## src/rtl/halfband_chan_sched.sv

```systemverilog
// halfband_chan_sched: shares one AXI-stream halfband filter between two PCM
// channels. Samples are held per channel, issued round-robin, tagged with
// their channel id, and the filter results are routed back through a tag
// FIFO and saturated from 32 to 24 bits.
module halfband_chan_sched #(
  parameter int OUT_PER_IN = 2,
  parameter int TAG_DEPTH  = 8
) (
  input  logic        clk,
  input  logic        rst,
  input  logic        ch0_valid,
  input  logic [23:0] ch0_data,
  input  logic        ch1_valid,
  input  logic [23:0] ch1_data,
  output logic        flt_tvalid,
  input  logic        flt_tready,
  output logic [23:0] flt_tdata,
  input  logic        flt_out_valid,
  input  logic [31:0] flt_out_data,
  output logic [23:0] ch0_out,
  output logic        ch0_out_valid,
  output logic [23:0] ch1_out,
  output logic        ch1_out_valid,
  input  logic        clear_flags,
  output logic [1:0]  overrun,
  output logic [1:0]  sat_hit,
  output logic        orphan
);

  localparam int PW = $clog2(TAG_DEPTH);
  localparam int CW = (OUT_PER_IN > 1) ? $clog2(OUT_PER_IN) : 1;
  localparam logic [PW:0]   DEPTH_C   = (PW+1)'(TAG_DEPTH);
  localparam logic [CW-1:0] LAST_BEAT = CW'(OUT_PER_IN - 1);

  typedef enum logic {IDLE, ISSUE} state_t;

  state_t                 state_q, state_d;
  logic                   grant_q, grant_d;
  logic                   rr_q, rr_d;
  logic                   tvalid_q, tvalid_d;
  logic [23:0]            tdata_q, tdata_d;
  logic [1:0][23:0]       hold_q, hold_d;
  logic [1:0]             full_q, full_d;
  logic [TAG_DEPTH-1:0]   tag_mem_q, tag_mem_d;
  logic [PW-1:0]          wr_ptr_q, wr_ptr_d, rd_ptr_q, rd_ptr_d;
  logic [PW:0]            count_q, count_d;
  logic [CW-1:0]          beat_q, beat_d;
  logic [23:0]            ch0_out_q, ch0_out_d, ch1_out_q, ch1_out_d;
  logic                   ch0_out_valid_q, ch0_out_valid_d;
  logic                   ch1_out_valid_q, ch1_out_valid_d;
  logic [1:0]             overrun_q, overrun_d, sat_hit_q, sat_hit_d;
  logic                   orphan_q, orphan_d;

  logic                   hs, push, pop, head, clip, orphan_set;
  logic [1:0]             in_valid, ovr_set, sat_set;
  logic [1:0][23:0]       in_data;
  logic [23:0]            sat_val;

  assign hs       = tvalid_q & flt_tready;
  assign push     = hs;
  assign pop      = flt_out_valid && (count_q != '0) && (beat_q == LAST_BEAT);
  assign head     = tag_mem_q[rd_ptr_q];
  assign in_valid = {ch1_valid, ch0_valid};
  assign in_data  = {ch1_data, ch0_data};

  // Signed clip of the 32-bit filter result into the 24-bit output range
  always_comb begin
    sat_val = flt_out_data[23:0];
    clip    = 1'b0;
    if ($signed(flt_out_data) > 32'sd8388607) begin
      sat_val = 24'h7FFFFF;
      clip    = 1'b1;
    end else if ($signed(flt_out_data) < -32'sd8388608) begin
      sat_val = 24'h800000;
      clip    = 1'b1;
    end
  end

  // Next-state logic: holding regs, issue FSM, tag FIFO, return path, flags
  always_comb begin
    state_d         = state_q;
    grant_d         = grant_q;
    rr_d            = rr_q;
    tvalid_d        = tvalid_q;
    tdata_d         = tdata_q;
    hold_d          = hold_q;
    full_d          = full_q;
    tag_mem_d       = tag_mem_q;
    wr_ptr_d        = wr_ptr_q;
    rd_ptr_d        = rd_ptr_q;
    count_d         = count_q;
    beat_d          = beat_q;
    ch0_out_d       = ch0_out_q;
    ch1_out_d       = ch1_out_q;
    ch0_out_valid_d = 1'b0;
    ch1_out_valid_d = 1'b0;
    ovr_set         = 2'b00;
    sat_set         = 2'b00;
    orphan_set      = 1'b0;

    // A sample landing in its own handshake cycle refills the slot being freed
    for (int n = 0; n < 2; n++) begin
      if (in_valid[n]) begin
        if (!full_q[n] || (hs && grant_q == 1'(n))) begin
          hold_d[n] = in_data[n];
          full_d[n] = 1'b1;
        end else begin
          ovr_set[n] = 1'b1;
        end
      end else if (hs && grant_q == 1'(n)) begin
        full_d[n] = 1'b0;
      end
    end

    case ({push, pop})
      2'b10:   count_d = count_q + 1'b1;
      2'b01:   count_d = count_q - 1'b1;
      default: count_d = count_q;
    endcase

    if (push) begin
      tag_mem_d[wr_ptr_q] = grant_q;
      wr_ptr_d            = wr_ptr_q + 1'b1;
    end

    case (state_q)
      IDLE: begin
        if ((full_q != 2'b00) && (count_q < DEPTH_C)) begin
          grant_d  = (&full_q) ? rr_q : full_q[1];
          tdata_d  = hold_q[(&full_q) ? rr_q : full_q[1]];
          tvalid_d = 1'b1;
          state_d  = ISSUE;
        end
      end
      ISSUE: begin
        if (hs) begin
          rr_d = ~grant_q;
          if (full_q[~grant_q] && (count_d < DEPTH_C)) begin
            grant_d = ~grant_q;
            tdata_d = hold_q[~grant_q];
          end else begin
            tvalid_d = 1'b0;
            state_d  = IDLE;
          end
        end
      end
      default: state_d = IDLE;
    endcase

    if (flt_out_valid) begin
      if (count_q == '0) begin
        orphan_set = 1'b1;
      end else begin
        if (head) begin
          ch1_out_d       = sat_val;
          ch1_out_valid_d = 1'b1;
        end else begin
          ch0_out_d       = sat_val;
          ch0_out_valid_d = 1'b1;
        end
        sat_set[head] = clip;
        if (beat_q == LAST_BEAT) begin
          beat_d   = '0;
          rd_ptr_d = rd_ptr_q + 1'b1;
        end else begin
          beat_d = beat_q + 1'b1;
        end
      end
    end

    overrun_d = clear_flags ? 2'b00 : (overrun_q | ovr_set);
    sat_hit_d = clear_flags ? 2'b00 : (sat_hit_q | sat_set);
    orphan_d  = clear_flags ? 1'b0  : (orphan_q | orphan_set);
  end

  // State registers with synchronous reset
  always_ff @(posedge clk) begin
    if (rst) begin
      state_q         <= IDLE;
      grant_q         <= 1'b0;
      rr_q            <= 1'b0;
      tvalid_q        <= 1'b0;
      tdata_q         <= '0;
      hold_q          <= '0;
      full_q          <= '0;
      tag_mem_q       <= '0;
      wr_ptr_q        <= '0;
      rd_ptr_q        <= '0;
      count_q         <= '0;
      beat_q          <= '0;
      ch0_out_q       <= '0;
      ch1_out_q       <= '0;
      ch0_out_valid_q <= 1'b0;
      ch1_out_valid_q <= 1'b0;
      overrun_q       <= '0;
      sat_hit_q       <= '0;
      orphan_q        <= 1'b0;
    end else begin
      state_q         <= state_d;
      grant_q         <= grant_d;
      rr_q            <= rr_d;
      tvalid_q        <= tvalid_d;
      tdata_q         <= tdata_d;
      hold_q          <= hold_d;
      full_q          <= full_d;
      tag_mem_q       <= tag_mem_d;
      wr_ptr_q        <= wr_ptr_d;
      rd_ptr_q        <= rd_ptr_d;
      count_q         <= count_d;
      beat_q          <= beat_d;
      ch0_out_q       <= ch0_out_d;
      ch1_out_q       <= ch1_out_d;
      ch0_out_valid_q <= ch0_out_valid_d;
      ch1_out_valid_q <= ch1_out_valid_d;
      overrun_q       <= overrun_d;
      sat_hit_q       <= sat_hit_d;
      orphan_q        <= orphan_d;
    end
  end

  assign flt_tvalid    = tvalid_q;
  assign flt_tdata     = tdata_q;
  assign ch0_out       = ch0_out_q;
  assign ch1_out       = ch1_out_q;
  assign ch0_out_valid = ch0_out_valid_q;
  assign ch1_out_valid = ch1_out_valid_q;
  assign overrun       = overrun_q;
  assign sat_hit       = sat_hit_q;
  assign orphan        = orphan_q;

endmodule

```

## config.mk

```make
export PLATFORM = sky130hd
export DESIGN_NAME = halfband_chan_sched
export DESIGN_NICKNAME = d
export VERILOG_FILES = /design/src/rtl/halfband_chan_sched.sv
export SDC_FILE = /design/constraint.sdc
export NUM_CORES = 1
export LEC_CHECK = 0
export CORE_MARGIN = 2
export CORE_UTILIZATION = 40
export DETAILED_ROUTE_END_ITERATION = 12
export PLACE_DENSITY = 0.68
export SYNTH_ARGS = -nofsm -noshare
export SYNTH_HDL_FRONTEND = slang
export SYNTH_SLANG_ARGS = --single-unit
```

## constraint.sdc

```tcl
create_clock -name clk -period 7.25 [get_ports clk]
set_clock_uncertainty 0.05 [all_clocks]
set_input_delay 1.8125 -clock clk [delete_from_list [all_inputs] [get_ports clk]]
set_output_delay 1.8125 -clock clk [all_outputs]
set_load 0.005 [all_outputs]
```

==> metrics.cfg <==
[die]
pin_count=167
die_w_um=131
start_util=0.408
die_h_um=131
die-area_mm2=0.0172
num_rows=46
core_area_mm2=0.0158

[timing]
period_needed_ns=5.33
finalSetupViolCount=0
worst_slew_pin_slew_ns=1.19
fmax_ghz=0.187
fin_crit_sh=0.736
hold_violations=0
slew_headroom=0.208
slew_violations=0
rsz0062_at_grt=no
fin_setup_tns_ns=0
whs_ns=0.403

[global_route]
grt.total_usage=0.182
grt_pass1_wl_um=24500
grt_max_degree=125
grt.overflow.total=0
antenna_found_initial=0
grt_pass1_vias=4765

[route]
routed_wl_um=15500
dr.pass1.iters=4
via_count=5164
route.detailed.drc=0
drt_iter0_markers=298
routedWlPerCell_um=14.4
postRouteAntennaNets=0
via_per_inst=4.82

[synth]
yosys_warnings=0
syn_inst=704
netlist_area_mm2=0.00646
synth_seq_cells=152
synth_cell_type_count=39
yosysSeqAreaShare=0.471
syn_area_per_cell_um2=9.17
syn_nets=797

[cts]
cts_sinks=152
clkLatencyLatePin_ns=0.42
cts_tree=yes
cts_resized=0
root_buffer=clkbuf_16
clockBufferDepth=2
postCtsHoldBufs=0
cts_made_buffers=17
path_clk_slew_ns=0.06
ctsHtreeMaxLevel=4
postCtsSetupBuffers=0

[power_and_ir_drop]
ir_drop_mv=0.162
power.density_mw_per_mm2=235
p_leak_nw=3.21
power_w=0.00205

[setup_path]
critPathMaxFanout=13
crit_path_start_kind=input port
critPathMaxStageDelay_ns=0.49
end_kind=register
critPathArrivalTime_ns=5.58
crit_required_ns=7.50
crit_top_cell=ha_1
path_class=in -> reg
crit_slowest_cell=clkdlybuf4s50_1
path_cells=clkdlybuf4s50_1, and2_1, clkinv_1, ha_1, ha_1, a21bo_2, a22oi_1, mux2_2, o21ai_4, buf_4, mux2_4

[cells_and_area]
diodes=0
drive_gt1_frac=0.113
synthToLayoutAreaGrowth_pct=35.0
nets=935
fin_cells=1071

[placement]
place_congestion=0.743
hpwlAfterDp_um=10300
portBuffers=166
place_inst=1039

[worst_hold_path]
worst_hold_path_type=reg -> reg

[run_status]
outcome=complete, no violations

[run]
max-cap-violations=0

## path summary, 6_finish.rpt
kind              startpoint       endpoint  slack, ns  cells after the start
hold reg to reg   hold_q[39]     hold_q[39]       0.40                      2
hold / removal    hold_q[39]     hold_q[39]       0.40                      2
setup / recovery  flt_tready  flt_tdata[18]       1.92                     11
setup reg to reg  count_q[0]  flt_tdata[18]       3.13                     12
## Yosys cell counts, drive strengths merged
library cell	count	area, um^2
a21o	2	15.0
clkbuf	27	101
mux2	27	379
a21bo	1	10.0
xnor2	3	26.3
a31oi	1	12.5
nor4	4	25.0
xor2	6	52.6
a311oi	1	8.76
mux4	2	48.8
a211oi	46	475
a31o	1	8.76
nor2b	28	175
nand2b	5	31.3
nand3	3	15.0
o21ai	4	31.3
and2	4	25.0
a21oi	83	415
clkinv	1	3.75
ha	6	75.1
buf	24	179
dfxtp	152	3040
a22oi	1	7.51
inv	3	11.3
nor2	107	409
nand4	2	12.5
nand2	109	409
mux2i	37	370
nor3	13	65.1
a2111oi	1	15.0
## critical path: cells and delay by family
family,cells,cell delay [ns]
mux,2,0.72
fa+ha+maj,2,0.73
buf+inv,3,1.14
compound gates,3,0.92
simple gates,1,0.26
## per-layer routing
metal	track usage	up-vias	wire length [um]
met5	0	-	0
met4	0.0651	0	233
met3	0.0548	19	1220
met2	0.285	159	6740
met1	0.240	2316	7270
li1	-	2670	-
## through the flow
stage,cell area (um^2),util,worst slack [ns]
2_1_floorplan,6460,-,2.67
3_3_place_gp,8160,0.516,1.57
3_5_place_dp,8160,0.516,1.47
4_1_cts,8720,0.551,1.90
5_1_grt,8720,0.551,1.75
6_report,8720,0.551,1.92
## report_power, final
group / leakage, nW / internal (W) / total (W) / switching (W)
combinational: 1.70 / 0.000160 / 0.000310 / 0.000151
clock: 0.266 / 0.000490 / 0.000833 / 0.000343
sequential: 1.24 / 0.000877 / 0.000906 / 0.0000289
total: 3.21 / 0.00153 / 0.00205 / 0.000522
## registers in the layout, summed over array words and instances (netlist names)
register / flops
count_q: 4
rd_ptr_q: 3
beat_q: 1
state_q: 1
full_q: 2
tag_mem_q: 8
sat_hit: 2
wr_ptr_q: 3
ch0_out_valid: 1
flt_tvalid: 1
overrun: 2
ch1_out_valid: 1
flt_tdata: 24
rr_q: 1
orphan: 1
ch0_out: 24
grant_q: 1
ch1_out: 24
hold_q: 48
## cells in the final DEF, fill, tap and decap left out, types with 2 or more instances in the layout
| cell | Yosys | layout |
|---|---|---|
| nand3_1 | 3 | 3 |
| mux2_2 | 7 | 7 |
| clkdlybuf4s50_1 | 0 | 165 |
| and2_1 | 4 | 4 |
| o21ai_1 | 2 | 2 |
| a21oi_1 | 83 | 82 |
| inv_6 | 0 | 2 |
| inv_1 | 3 | 3 |
| buf_4 | 2 | 4 |
| clkbuf_1 | 27 | 2 |
| nor3_1 | 13 | 13 |
| clkbuf_16 | 0 | 17 |
| clkinvlp_4 | 0 | 4 |
| nand4_1 | 2 | 2 |
| clkinv_2 | 0 | 4 |
| nor2_4 | 1 | 2 |
| nor2b_1 | 28 | 28 |
| clkbuf_8 | 0 | 2 |
| a21o_1 | 2 | 2 |
| dfxtp_1 | 152 | 152 |
| mux2i_1 | 37 | 37 |
| nand2b_1 | 5 | 5 |
| a211oi_2 | 26 | 26 |
| mux2_4 | 20 | 20 |
| xor2_1 | 6 | 6 |
| ha_1 | 6 | 6 |
| nor2_1 | 106 | 105 |
| xnor2_1 | 3 | 3 |
| a211oi_1 | 20 | 20 |
| nor4_1 | 4 | 4 |
| nand2_1 | 109 | 109 |
## cells by family (layout without fill, tap and decap cells)
kind of cell    after synthesis  after routing  share of synthesized area
buf+inv                      55            206                     0.0457
fa+ha+maj                     6              6                     0.0116
simple gates                275            275                      0.181
compound gates              141            141                      0.155
flops                       152            152                      0.471
mux                          66             66                      0.124
xor+xnor                      9              9                     0.0122
## cell type report
cell class / instances / area [um^2]
clock buffer: 21 / 460
clock inverter: 11 / 97.6
fill: 1468 / 7110
inverter: 4 / 15.0
multi-input combinational: 497 / 3140
sequential: 152 / 3040
tap: 216 / 270
timing repair buffer: 170 / 1690
No activity file was read; power rests on OpenSTA's default activity.
